## config.mk

```make
export PLATFORM = sky130hd
export DESIGN_NAME = serial_mag_compare_ctrl_flat
export DESIGN_NICKNAME = d
export VERILOG_FILES = /design/src/rtl/serial_mag_compare_ctrl_if.sv /design/src/rtl/serial_mag_compare_ctrl.sv /design/src/flat_wrapper.sv
export SDC_FILE = /design/constraint.sdc
export NUM_CORES = 1
export LEC_CHECK = 0
export BUFFER_PORTS_ARGS = -buffer_cell sky130_fd_sc_hd__buf_2
export CORE_MARGIN = 2
export CORE_UTILIZATION = 40
export DETAILED_ROUTE_END_ITERATION = 6
export GPL_TIMING_DRIVEN = 0
export HOLD_SLACK_MARGIN = 0.05
export PLACE_DENSITY = 0.66
export REMOVE_ABC_BUFFERS = 1
export SETUP_SLACK_MARGIN = 0.15
export SLEW_MARGIN = 30
export SYNTH_ARGS = -nofsm -noshare
export SYNTH_HDL_FRONTEND = slang
export SYNTH_SLANG_ARGS = --single-unit
```

## constraint.sdc

```tcl
create_clock -name clk -period 2.6 [get_ports clk]
set_input_delay 0.13 -clock clk [delete_from_list [all_inputs] [get_ports clk]]
set_output_delay 0.13 -clock clk [all_outputs]
set_load 0.01 [all_outputs]
```

## src/rtl/serial_mag_compare_ctrl_if.sv

```systemverilog
// Request/result channel bundle for the serial magnitude-compare sequencer.
// The master side offers operand pairs and consumes results.
interface serial_mag_compare_ctrl_if #(
  parameter int WIDTH = 16
);
  logic             req_valid;
  logic             req_ready;
  logic [WIDTH-1:0] req_a;
  logic [WIDTH-1:0] req_b;
  logic             res_valid;
  logic             res_ready;
  logic             res_lt;
  logic             res_eq;
  logic             res_gt;

  modport master (
    output req_valid, req_a, req_b, res_ready,
    input  req_ready, res_valid, res_lt, res_eq, res_gt
  );

  modport slave (
    input  req_valid, req_a, req_b, res_ready,
    output req_ready, res_valid, res_lt, res_eq, res_gt
  );
endinterface

```

## src/rtl/serial_mag_compare_ctrl.sv

```systemverilog
// Streams WIDTH-bit operands MS nibble first through one 4-bit magnitude
// comparator slice, stopping on the first differing nibble.
//
// state | meaning
// IDLE  | ready for an operand pair (after first post-reset edge)
// RUN   | comparing the top nibble of the shift registers
// DONE  | one-hot result presented until consumed
module serial_mag_compare_ctrl #(
  parameter int WIDTH = 16
) (
  input logic                     clk,
  input logic                     rst_n,
  input logic                     flush,
  serial_mag_compare_ctrl_if.slave bus
);
  localparam int NNIB = WIDTH / 4;
  localparam int CW   = (NNIB > 1) ? $clog2(NNIB) : 1;

  typedef enum logic [1:0] {IDLE, RUN, DONE} state_t;

  state_t           state, state_nxt;
  logic [WIDTH-1:0] sh_a, sh_b, sh_a_nxt, sh_b_nxt;
  logic [CW-1:0]    cnt, cnt_nxt;
  logic             lt_q, eq_q, gt_q;
  logic             lt_nxt, eq_nxt, gt_nxt;
  logic             armed;
  logic             req_ready;

  // Comparator slice with cascade inputs tied to "equal"
  localparam logic CASC_LT = 1'b0;
  localparam logic CASC_EQ = 1'b1;
  localparam logic CASC_GT = 1'b0;

  logic [3:0] nib_a, nib_b;
  logic       slice_lt, slice_eq, slice_gt;

  assign nib_a    = sh_a[WIDTH-1 -: 4];
  assign nib_b    = sh_b[WIDTH-1 -: 4];
  assign slice_gt = (nib_a > nib_b) | ((nib_a == nib_b) & CASC_GT);
  assign slice_lt = (nib_a < nib_b) | ((nib_a == nib_b) & CASC_LT);
  assign slice_eq = (nib_a == nib_b) & CASC_EQ;

  // armed keeps req_ready low until the first edge after reset release
  assign req_ready     = armed && (state == IDLE);
  assign bus.req_ready = req_ready;
  assign bus.res_valid = (state == DONE);
  assign bus.res_lt    = lt_q;
  assign bus.res_eq    = eq_q;
  assign bus.res_gt    = gt_q;

  always_ff @(posedge clk or negedge rst_n) begin
    if (!rst_n) begin
      state <= IDLE;
      sh_a  <= '0;
      sh_b  <= '0;
      cnt   <= '0;
      lt_q  <= 1'b0;
      eq_q  <= 1'b0;
      gt_q  <= 1'b0;
      armed <= 1'b0;
    end else begin
      state <= state_nxt;
      sh_a  <= sh_a_nxt;
      sh_b  <= sh_b_nxt;
      cnt   <= cnt_nxt;
      lt_q  <= lt_nxt;
      eq_q  <= eq_nxt;
      gt_q  <= gt_nxt;
      armed <= 1'b1;
    end
  end

  always_comb begin
    state_nxt = state;
    sh_a_nxt  = sh_a;
    sh_b_nxt  = sh_b;
    cnt_nxt   = cnt;
    lt_nxt    = lt_q;
    eq_nxt    = eq_q;
    gt_nxt    = gt_q;

    if (flush) begin
      state_nxt = IDLE;
      lt_nxt    = 1'b0;
      eq_nxt    = 1'b0;
      gt_nxt    = 1'b0;
    end else begin
      case (state)
        IDLE: begin
          if (bus.req_valid && req_ready) begin
            sh_a_nxt  = bus.req_a;
            sh_b_nxt  = bus.req_b;
            cnt_nxt   = CW'(NNIB - 1);
            state_nxt = RUN;
          end
        end
        RUN: begin
          if (slice_gt) begin
            gt_nxt    = 1'b1;
            state_nxt = DONE;
          end else if (slice_lt) begin
            lt_nxt    = 1'b1;
            state_nxt = DONE;
          end else if (slice_eq && (cnt == '0)) begin
            eq_nxt    = 1'b1;
            state_nxt = DONE;
          end else begin
            sh_a_nxt = sh_a << 4;
            sh_b_nxt = sh_b << 4;
            cnt_nxt  = cnt - 1'b1;
          end
        end
        DONE: begin
          if (bus.res_ready) begin
            lt_nxt    = 1'b0;
            eq_nxt    = 1'b0;
            gt_nxt    = 1'b0;
            state_nxt = IDLE;
          end
        end
        default: state_nxt = IDLE;
      endcase
    end
  end
endmodule
```

## src/flat_wrapper.sv

```systemverilog
// flat-port wrapper written by rule: the top's interface ports become plain ports
module serial_mag_compare_ctrl_flat 
#(
  parameter int WIDTH = 16
)
  (clk, rst_n, flush, bus_req_valid, bus_req_a, bus_req_b, bus_res_ready, bus_req_ready, bus_res_valid, bus_res_lt, bus_res_eq, bus_res_gt);
  serial_mag_compare_ctrl_if #(.WIDTH(WIDTH)) bus_i ();
  input logic clk;
  input logic rst_n;
  input logic flush;
  input wire logic [$bits(bus_i.req_valid)-1:0] bus_req_valid;
  input wire logic [$bits(bus_i.req_a)-1:0] bus_req_a;
  input wire logic [$bits(bus_i.req_b)-1:0] bus_req_b;
  input wire logic [$bits(bus_i.res_ready)-1:0] bus_res_ready;
  output wire logic [$bits(bus_i.req_ready)-1:0] bus_req_ready;
  output wire logic [$bits(bus_i.res_valid)-1:0] bus_res_valid;
  output wire logic [$bits(bus_i.res_lt)-1:0] bus_res_lt;
  output wire logic [$bits(bus_i.res_eq)-1:0] bus_res_eq;
  output wire logic [$bits(bus_i.res_gt)-1:0] bus_res_gt;
  assign bus_i.req_valid = bus_req_valid;
  assign bus_i.req_a = bus_req_a;
  assign bus_i.req_b = bus_req_b;
  assign bus_i.res_ready = bus_res_ready;
  assign bus_req_ready = bus_i.req_ready;
  assign bus_res_valid = bus_i.res_valid;
  assign bus_res_lt = bus_i.res_lt;
  assign bus_res_eq = bus_i.res_eq;
  assign bus_res_gt = bus_i.res_gt;
  serial_mag_compare_ctrl #(.WIDTH(WIDTH)) u_core (.clk(clk), .rst_n(rst_n), .flush(flush), .bus(bus_i));
endmodule
```

-- Word-level counts from Yosys, hierarchy flattened
Index checks and enable logic that the tools add are counted.
- register bits after elaboration: 40
- latch bits: 0
- bits in writable memories: 0
- ROM bits: 0
- bits of input ports: 37
- output and inout port bits: 5
- logic and storage cells: 74
- memories kept: 0
- $add $sub $neg: 1
- multiply operators: 0
- divide/modulo/power cells: 0
- magnitude comparators: 2
- equal/unequal tests: 15
- shift operators: 0
- muxes and demuxes: 35
- bitwise gates (word level): 1
- reductions and logical operators: 12
- operators with widths (operator ; number):
    2-to-1 mux 16 bit ; 8
    one-hot mux 16 bit (2 select lines) ; 2
    2-to-1 mux 2 bit ; 10
    inequality test 3 bit (second input constant) ; 4
    2-to-1 mux 1 bit ; 10
    inequality test 3 x 2 -> 1 bit (second input constant) ; 3
    inequality test 2 bit (second input constant) ; 4
    one-hot mux 1 bit (2 select lines) ; 3
    one-hot mux 2 bit (3 select lines) ; 1
    AND reduction 3 bit ; 2
    AND reduction 6 bit ; 1
    inequality test 5 x 2 -> 1 bit (second input constant) ; 1
    AND reduction 5 bit ; 1
    == test 4 bit ; 1
    greater-than comparator 4 bit ; 1
    logical NOT 2 bit ; 2
    less-than comparator 4 bit ; 1
    one-hot mux 2 bit (2 select lines) ; 1
    AND reduction 4 bit ; 1
    logical AND 1 bit ; 3
    nonzero test 3 bit ; 1
    == test 2 x 1 -> 1 bit (second input constant) ; 1
    == test 2 bit (second input constant) ; 1
    nonzero test 2 bit ; 1
    other kinds (2) ; 2

-- Longest topological paths before layout
Gate-level depths: netlist (run 1).
- depth after elaboration: 7
- gate-level depth with buffers: 9
- mapped depth without buffers: 7

-- Worst setup path before layout (run 1)
Ideal clock, no wire load.
- path type: reg2reg
- from: reg u_core.sh_a[15]
- to: reg u_core.sh_a[2]
- library setup time: 121 ps
- arrival time: 1899 ps
- data required time: 2479 ps
- slack: 580 ps
- cell stages (with the launch flop): 8
- buffers on the path: 2
- period minus slack after synthesis: 2020 ps
- cell sequence: dfrtp_1 -> ha_1 -> and4_1 -> buf_2 -> a311oi_4 -> o21ai_2 -> buf_2 -> a22o_1
- word-level cells in the longest chain between the ends: 4
- elaborated cells between the ends (all ways): 8
- classes of those cells: order compare: 2; eq/ne: 4; reduce/logical: 2
- ends and longest elaborated chain (what ; line ; RTL):
    start, declared ; serial_mag_compare_ctrl.sv:22 ; logic [WIDTH-1:0] sh_a, sh_b, sh_a_nxt, sh_b_nxt;
    start signal, assigned ; serial_mag_compare_ctrl.sv:63 ; sh_a <= sh_a_nxt;
    parallel branches: the longest is 3 deep, another holds less-than comparator 4 bit ; -- ;
    AND reduction 6 bit (no line) (*) ; -- ;
Mark *: on every way between the ends.
A chain may end at the register's enable or synchronous reset.

-- Worst setup path in the final report (run 1)
- from: reg u_core.sh_a[15]
- to: reg u_core.sh_b[4]
- word-level cells in the longest chain between the ends: 4
- elaborated cells between the ends (all ways): 8
- classes of those cells: order compare: 2; eq/ne: 4; reduce/logical: 2
- ends and longest elaborated chain (what ; line ; RTL):
    parallel branches: the longest is 3 deep, another holds less-than comparator 4 bit ; -- ;
    AND reduction 6 bit (no line) (*) ; -- ;
    end signal, assigned ; serial_mag_compare_ctrl.sv:64 ; sh_b <= sh_b_nxt;
    end, declared ; serial_mag_compare_ctrl.sv:22 ;
Marked as above.

==> metrics.txt, run 1 <==
GRT Total Usage 17.0%; Crit. End Element register; R2R depth 6; max incr delay on CP 0.46 ns; clk_lat worst skew 0.30 ns; type of the worst min-delay path in2reg; Leak 1.06 nW; Vias/cell 5.39; Slew @ Worst Pin 0.712 ns; CTS tree done; Post-Syn Instances 155; first-pass GRT wire length 6960 µm; CP Class reg2reg; Max Slew Vio Count 0; critical path arrival 2.42 ns; Crit path required time 2.78 ns; Worst Clk Skew 0.00648 ns; Async S/R FF share, synth 100%; Slowest cell on crit path o21ai_4; post-route ant nets 0; die area 5460 µm²; Max-slew headroom 52.4%; Netlist cell types 36; most frequent cells in the layout 40 x buf_2, 40 x dfrtp_1, 24 x o22ai_1; Ports 42; antenna violations before repair 0; max cap viols 0; f_max 0.448 GHz; area delta synth->final 24.2%; CP Max Fanout 21; WHS 0.0577 ns; share of cells above drive strength 1 38.2%; post-route insts no fill 271; placer congestion estimate 0.750; clk slew on worst S/H paths 0.08 ns; PD cells 829 nW/µm²; Total Power 2.01 mW; Post-Route WL 4040 µm; DRC 0; HPWL after DPL 2650 µm; CTS max path bufs 2; placed cell area 2230 µm²; #FFs+latches synth 40; Die Wd 73.9 µm; wire per inst 14.9 µm; Final setup viols 0; largest net degree at the start of global routing 41; hold depth 2; Starting Density 41.4%; cell-by-cell trace of the critical path ha_1 -> a21o_1 -> o31a_1 -> o21ai_4 -> inv_6 -> a2bb2oi_1; root buf cell clkbuf_8; final hold vios 0; synthesized cell area 1950 µm²; fin area 2420 µm²; Yosys warnings 0; router iterations before antenna repair 4; DP Cell Count 255; Num CTS Buffers 5; RSZ-0062 raised after global routing no; VDD IR max 0.501 mV; Top FF cell, synth dfrtp_1; status finished clean; final worst-path cycle share 85.9%; register area share after synthesis 51.2%; Die Ht 73.9 µm; H-tree lvl count 2; drt initial violations 103; GR Overflow Total 0; minimum clock period 2.23 ns; number of global-route vias before repair 1448; CP Launch Type register; nets 245; Syn Area/Cell 12.6 µm²; clock sinks 40; core area 4720 µm²; routed vias 1461; antenna cell count 0; num rows 25; Post-synth EDFFs 0; IO Port Bufs 41
==> power by group <==
| part | leakage [nW] | switching [mW] | total [mW] | internal [mW] |
|---|---|---|---|---|
| logic | 0.560 | 0.289 | 0.634 | 0.345 |
| registers | 0.459 | 0.125 | 0.931 | 0.806 |
| clock network | 0.0434 | 0.230 | 0.445 | 0.215 |
==> cell type report <==
type / count / area, µm²
Fill cell: 419 / 2300
Timing Repair Buffer: 52 / 323
Sequential cell: 40 / 1000
Tap cell: 67 / 83.8
Inverter: 7 / 31.3
Multi-Input combinational cell: 97 / 888
Clock buffer: 6 / 82.6
Clock inverter: 2 / 15.0
==> logic make-up after synthesis <==
group | count (synthesis) | share of synthesized area (%)
flops | 40 | 51.2
buf+inv | 18 | 4.55
simple gates | 14 | 4.16
other cells | 1 | 0.192
compound gates | 77 | 36.6
fa+ha+maj | 5 | 3.20
==> metrics by stage <==
| stage | utilization (%) | worst slack [ns] | setup TNS [ns] |
|---|---|---|---|
| 2_1_floorplan | - | -0.412 | -9.07 |
| 6_report | 51.3 | 0.366 | 0 |
| 3_3_place_gp | 46.1 | -1.23 | -38.30 |
| 4_1_cts | 51.3 | 0.358 | 0 |
| 3_5_place_dp | 47.3 | -0.154 | -1.90 |
| 5_1_grt | 51.3 | 0.181 | 0 |
==> synthesized netlist by cell type (2+ instances only) <==
master / n / area (µm²)
clkbuf_1: 4 / 15.0
nor2_1: 2 / 7.51
buf_6: 2 / 22.5
a2bb2oi_2: 19 / 285
a22oi_1: 5 / 37.5
buf_2: 5 / 25.0
o22ai_1: 24 / 150
ha_1: 5 / 62.6
a21oi_1: 5 / 25.0
a22o_1: 8 / 70.1
dfrtp_1: 40 / 1000
nand2b_1: 2 / 12.5
nor2b_1: 4 / 25.0
inv_1: 6 / 22.5
o21ai_0: 2 / 10.0
nand2_1: 2 / 7.51
==> metal layers <==
layer | vias up | track usage [%] | share of wire, % | wire length, µm
met5 | - | 0 | 0 | 0
met3 | 6 | 3.98 | 5.0 | 202
met2 | 43 | 26.4 | 46 | 1840
met4 | 0 | 7.27 | 1.9 | 78
met1 | 707 | 22.6 | 48 | 1920
li1 | 705 | - | - | -
==> sequential cells by signal (all words and copies together), names as in the netlist <==
| name | count |
|---|---|
| u_core.bus.res_eq | 1 |
| u_core.sh_a | 16 |
| u_core.state | 2 |
| u_core.cnt | 2 |
| u_core.bus.res_gt | 1 |
| u_core.sh_b | 16 |
| u_core.bus.res_lt | 1 |
| u_core.armed | 1 |
==> what timing repair did <==
action / in CTS / in global routing
gates resized for setup: 3 / 0
endpoints found under the hold margin: 47 / 0
setup endpoints to repair: 21 / 0
setup buffers: 1 / 0
hold buffers: 7 / 0
==> critical path, delay by kind of cell, from the launching register on <==
kind	cells	cell delay [ns]
flops	1	0.40
fa+ha+maj	1	0.33
buf+inv	1	0.20
compound gates	4	1.18
==> final timing paths <==
| check | startpoint | end | slack, ns |
|---|---|---|---|
| worst max-delay path | u_core.sh_a[15]$_DFFE_PN0P_ | u_core.sh_b[4]$_DFFE_PN0P_ | 0.37 |
| worst min-delay path | bus_req_a[0] | u_core.sh_a[0]$_DFFE_PN0P_ | 0.06 |
| worst max register to register | u_core.sh_a[15]$_DFFE_PN0P_ | u_core.sh_b[4]$_DFFE_PN0P_ | 0.37 |
| worst min register to register | u_core.cnt[0]$_DFFE_PN0P_ | u_core.cnt[0]$_DFFE_PN0P_ | 0.49 |
| max in group asynchronous | rst_n | u_core.sh_a[14]$_DFFE_PN0P_ | 1.91 |
| min in group asynchronous | rst_n | u_core.bus.res_eq$_DFFE_PN0P_ | 0.33 |
Note: power is estimated with default switching activity, not from simulation.
==> inputs of run 2 (changes only) <==
==> constraint.sdc (replaced) <==
create_clock -name clk -period 2.08 [get_ports clk]
set_input_delay 0.104 -clock clk [delete_from_list [all_inputs] [get_ports clk]]
set_output_delay 0.104 -clock clk [all_outputs]
set_load 0.01 [all_outputs]
==> metrics.txt, run 2 (synthesized netlist as in run 1, its figures left out) <==
clk_lat worst skew 0.30 ns (about the same); antenna violations before repair 0 (unchanged); CP Launch Type register; number of global-route vias before repair 1512 (+4.4%); routing usage on met3 3.98% (unchanged); VDD IR max 0.644 mV (+29%); GR Overflow Total 0 (unchanged); share of cells above drive strength 1 48.4% (+10 points); max cap viols 0 (unchanged); status finished clean; Buf+Inv Stages, Crit Path 3 (+2); largest net degree at the start of global routing 41 (unchanged); most frequent cells in the layout 40 x buf_2, 40 x dfrtp_1, 24 x o22ai_1; Core Util, Final 56.9% (+5.6 points); fin area 2690 µm² (+11%); Max Slew Vio Count 0 (unchanged); cell-by-cell trace of the critical path inv_2 -> ha_1 -> and4_4 -> a311oi_4 -> o21ai_4 -> buf_12 -> buf_8 -> a22o_1; clk slew on worst S/H paths 0.08 ns (about the same); final worst-path cycle share 94.1% (+8.1 points); DP Cell Count 255 (unchanged); Global Route met2 Usage 29.6% (+3.2 points); CTS tree done; Final setup viols 0 (unchanged); Vias/cell 5.37 (-0.41%); Crit. End Element register; placer congestion estimate 0.750 (unchanged); core area 4720 µm² (unchanged); post-route ant nets 0 (unchanged); area delta synth->final 37.6%; CP Class reg2reg; critical path arrival 2.15 ns (-0.27 ns); f_max 0.511 GHz (+14%); Crit path required time 2.27 ns (-0.51 ns); root buf cell clkbuf_8; RSZ-0062 raised after global routing yes; HPWL after DPL 2650 µm (unchanged); max incr delay on CP 0.36 ns (-0.10 ns); DRC 0 (unchanged); router iterations before antenna repair 4 (unchanged); CP Depth 8 (+2); num rows 25 (unchanged); met1 usage 24.4% (+1.8 points); first-pass GRT wire length 7510 µm (+7.9%); die area 5460 µm² (unchanged); Die Ht 73.9 µm (unchanged); PD cells 1030 nW/µm² (+24%); clock sinks 40 (unchanged); hold depth 3 (+1); post-route insts no fill 290 (+7.0%); wire per inst 15.8 µm (+6.2%); IO Port Bufs 41 (unchanged); placed cell area 2230 µm² (unchanged); Max-slew headroom 57.1% (+4.6 points); Worst path top cell family by delay compound AO/OA/AOI/OAI gates; Slew @ Worst Pin 0.641 ns (-0.0706 ns); Slowest cell on crit path dfrtp_1; GRT Total Usage 18.5% (+1.5 points); Most Crowded Layer GR met2; Top Registers u_core.sh_a: 16 flops, u_core.sh_b: 16 flops; routed vias 1557 (+6.6%); CP Max Fanout 8 (-62%); Leak 1.17 nW (+9.8%); final hold vios 0 (unchanged); CTS max path bufs 2 (unchanged); Die Wd 73.9 µm (unchanged); Post-Route WL 4590 µm (+14%); Worst Clk Skew 0.00742 ns (+0.000941 ns); Num CTS Buffers 5 (unchanged); R2R depth 8 (+2); Starting Density 41.4% (unchanged); antenna cell count 0 (unchanged); WHS 0.117 ns (+0.0588 ns); nets 264 (+7.8%); minimum clock period 1.96 ns (-0.278 ns); Ports 42 (unchanged); H-tree lvl count 2 (unchanged); drt initial violations 61 (-41%); type of the worst min-delay path in2reg
## run 2: cell types whose count changed in the layout (fill, tap and decap cells not counted), sizes merged
cell / previous run / this run
buf: 45 / 58
nor2b: 4 / 5
inv: 7 / 8
dlygate4sd3: 7 / 11
## run 2: stage by stage
step           setup TNS, ns  power [mW]  setup slack (ns)
5_1_grt                    0        2.92            0.0628
3_3_place_gp          -57.54        1.90             -1.75
4_1_cts                    0        2.64             0.155
2_1_floorplan         -27.27        1.73            -0.932
6_report                   0        2.77             0.123
3_5_place_dp          -15.83        1.95            -0.674
## run 2: layout make-up
type                       count  area, µm²
tap                           67       83.8
clock buffer                   6       82.6
timing repair buffer          69        493
fill                         388       2040
timing repair inverter         1       6.26
sequential                    40       1000
multi-input combinational     98        972
clock inverter                 2       15.0
inverter                       7       33.8
## run 2: timing repair
action,CTS,global route
setup buffers,9,5
pin swaps,4,7
hold endpoints to repair,51,0
setup endpoints to repair,35,34
gates cloned,2,0
resized for setup,11,12
hold buffers,11,0
## run 2: path summary, 6_finish.rpt
path,startpoint,slack (ns),end
setup / recovery,u_core.sh_a[12]$_DFFE_PN0P_,0.12,u_core.sh_b[2]$_DFFE_PN0P_
hold / removal,bus_req_b[15],0.12,u_core.sh_b[15]$_DFFE_PN0P_
setup reg to reg,u_core.sh_a[12]$_DFFE_PN0P_,0.12,u_core.sh_b[2]$_DFFE_PN0P_
hold reg to reg,u_core.bus.res_eq$_DFFE_PN0P_,0.49,u_core.bus.res_eq$_DFFE_PN0P_
max in group asynchronous,rst_n,1.41,u_core.cnt[1]$_DFFE_PN0P_
min in group asynchronous,rst_n,0.30,u_core.bus.res_eq$_DFFE_PN0P_
## run 2: power breakdown
group / leakage, nW / switching [mW] / internal (mW)
clock: 0.0434 / 0.290 / 0.269
combinational: 0.664 / 0.437 / 0.594
sequential: 0.459 / 0.171 / 1.01
total: 1.17 / 0.897 / 1.87
## run 2: layer usage
| metal | share of wire (%) | up-vias |
|---|---|---|
| li1 | - | 749 |
| met1 | 47 | 762 |
| met2 | 47 | 40 |
| met3 | 4.0 | 6 |
| met4 | 1.5 | 0 |
| met5 | 0 | - |
## run 2: worst reg2reg max path: stages (launching register included)
cell and delay (ns):
dfrtp_1 0.36, inv_2 0.05, ha_1 0.29, and4_4 0.21, a311oi_4 0.36, o21ai_4 0.11, buf_12 0.16, buf_8 0.13
a22o_1 0.19
==> inputs of run 3 (changes only) <==
--- a/config.mk
+++ b/config.mk
@@ -11,7 +11,7 @@
 export DETAILED_ROUTE_END_ITERATION = 6
 export GPL_TIMING_DRIVEN = 0
 export HOLD_SLACK_MARGIN = 0.05
-export PLACE_DENSITY = 0.66
+export PLACE_DENSITY = 0.64
 export REMOVE_ABC_BUFFERS = 1
 export SETUP_SLACK_MARGIN = 0.15
 export SLEW_MARGIN = 30
==> metrics.txt, run 3 (synthesized netlist as in run 1, its figures left out) <==
core area 4720 µm² (unchanged); R2R Path Start u_core.sh_a[14]$_DFFE_PN0P_; Die Wd 73.9 µm (unchanged); placer congestion estimate 0.795 (+6.0%); Buf+Inv Stages, Crit Path 3 (unchanged); Post-Route WL 4890 µm (+6.6%); max cap viols 0 (unchanged); CP Max Fanout 8 (unchanged); Leak 1.20 nW (+3.2%); HPWL after DPL 2940 µm (+11%); CP Class reg2reg; Crit. End Element register; Ports 42 (unchanged); TNS Setup 0 ns (unchanged); Num CTS Buffers 5 (unchanged); Final setup viols 0 (unchanged); Starting Density 41.4% (unchanged); Core Util, Final 58.2% (+1.3 points); CTS max path bufs 2 (unchanged); antenna cell count 0 (unchanged); IO Port Bufs 41 (unchanged); Max-slew headroom 57.9% (+0.88 points); antenna violations before repair 0 (unchanged); routed vias 1609 (+3.3%); CTS tree done; hold depth 2 (-1); area delta synth->final 40.7%; num rows 25 (unchanged); cell-by-cell trace of the critical path ha_4 -> and4_4 -> a311oi_4 -> buf_6 -> o21ai_4 -> buf_12 -> buf_8 -> a22o_1; CP Launch Type register; clock sinks 40 (unchanged); GR Overflow Total 0 (unchanged); first-pass GRT wire length 7750 µm (+3.1%); WHS 0.0778 ns (-0.0388 ns); Worst path top cell family by delay compound AO/OA/AOI/OAI gates; minimum clock period 2.03 ns (+0.0691 ns); critical path arrival 2.21 ns (+0.06 ns); flop2flop setup slack 0.05 ns (-0.07 ns); nets 270 (+2.3%); register area 1000 µm² (unchanged); Critical Path Start u_core.sh_a[14]$_DFFE_PN0P_; f_max 0.494 GHz (-3.4%); max incr delay on CP 0.42 ns (+0.06 ns); hold wc startpoint bus_res_ready; met3 wire len 240 µm (+32%); DP Cell Count 255 (unchanged); Crit path required time 2.27 ns (about the same); H-tree lvl count 2 (unchanged); router iterations before antenna repair 4 (unchanged); status finished clean; max layer used met4; Die Ht 73.9 µm (unchanged); RSZ-0062 raised after global routing yes; DP Worst Slack -0.880 ns (-0.207 ns); final worst-path cycle share 97.4% (+3.3 points); drt initial violations 54 (-11%); Worst Clk Skew 0.00793 ns (+0.000511 ns); wire per inst 16.5 µm (+4.5%); largest net degree at the start of global routing 41 (unchanged); GRT Total Usage 19.1% (+0.63 points); DRC 0 (unchanged); filler instances 396 (+2.1%); clk slew on worst S/H paths 0.08 ns (about the same); post-route ant nets 0 (unchanged); Multi-input gate area 977 µm² (+0.51%); Top Registers u_core.sh_a: 16 flops, u_core.sh_b: 16 flops; post-route insts no fill 296 (+2.1%); Slowest cell on crit path dfrtp_1; final hold vios 0 (unchanged); clk_lat worst skew 0.29 ns (about the same); most frequent cells in the layout 40 x buf_2, 40 x dfrtp_1, 24 x o22ai_1; routed length on met1 2170 µm (about the same); R2R depth 8 (unchanged); FF-to-FF End u_core.sh_a[0]$_DFFE_PN0P_; Vias/cell 5.44 (+1.2%); die area 5460 µm² (unchanged); final setup margin 0.0542 ns (-0.0691 ns); root buf cell clkbuf_8; share of cells above drive strength 1 50.2% (+1.8 points); type of the worst min-delay path in2reg; Slew @ Worst Pin 0.628 ns (-0.0132 ns); PD cells 1070 nW/µm² (+3.7%); number of global-route vias before repair 1625 (+7.5%); VDD IR max 0.540 mV (-16%); WHS Endpoint u_core.bus.res_lt$_DFFE_PN0P_; WL met2 2430 µm (+12%); Max Slew Vio Count 0 (unchanged)
[run 3: cell count changes in the layout (fill, tap and decap cells not counted), moves of 2 or more]
cell / change
buf_4: +5
buf_6: +3
a22oi_1: +2
a22oi_2: -2
[run 3: area by class of cell]
| type | instances | share of cell area, % |
|---|---|---|
| Clock inverter | 3 | 1.55 |
| Tap cell | 67 | 3.05 |
| Timing Repair inverter | 2 | 0.637 |
| Sequential cell | 40 | 36.4 |
| Clock buffer | 5 | 2.50 |
| Multi-Input combinational cell | 98 | 35.5 |
| Timing Repair Buffer | 74 | 18.9 |
| Inverter | 7 | 1.41 |
[run 3: where the power goes]
group | internal [mW] | total [mW] | switching (mW)
Combinational | 0.653 | 1.12 | 0.471
Sequential | 1.01 | 1.19 | 0.178
Clock | 0.355 | 0.624 | 0.269
Total | 2.02 | 2.94 | 0.918
[run 3: routing by layer]
layer  global-route usage, %  up-vias
met2                    30.3       55
li1                        -      762
met4                    7.47        0
met5                       0        -
met1                    25.1      786
met3                    4.94        6
[run 3: stage by stage]
stage | area, µm² | total power, mW
after floorplan | 1890 | 1.73
after global placement | 2180 | 1.89
after detailed placement | 2230 | 1.97
after CTS | 2610 | 2.76
after global routing | 2750 | 3.12
final | 2750 | 2.94
[run 3: timing repair]
item / in CTS / in global routing
endpoints found under the setup margin: 35 / 35
cloned: 2 / 1
resized for setup: 11 / 15
buffers inserted: 13 / 7
hold buffers: 10 / 0
pin swaps: 6 / 6
endpoints found under the hold margin: 51 / 0
[run 3: worst max path at each step]
stage | endpoint | slack (ns) | depth (start not counted)
floorplan | u_core.sh_b[4]$_DFFE_PN0P_ | -0.93 | 6
global placement | u_core.sh_b[4]$_DFFE_PN0P_ | -1.57 | 6
detailed placement | u_core.sh_b[4]$_DFFE_PN0P_ | -0.88 | 7
CTS | u_core.sh_a[12]$_DFFE_PN0P_ | 0.11 | 8
global route | u_core.sh_a[1]$_DFFE_PN0P_ | -0.007 | 9
finish | u_core.sh_a[0]$_DFFE_PN0P_ | 0.05 | 8
[run 3: worst reg2reg max path, stage by stage, from the launching register on]
cell and delay, ns:
dfrtp_1 0.42, ha_4 0.26, and4_4 0.20, a311oi_4 0.35, buf_6 0.16, o21ai_4 0.07, buf_12 0.14, buf_8 0.13
a22o_1 0.19
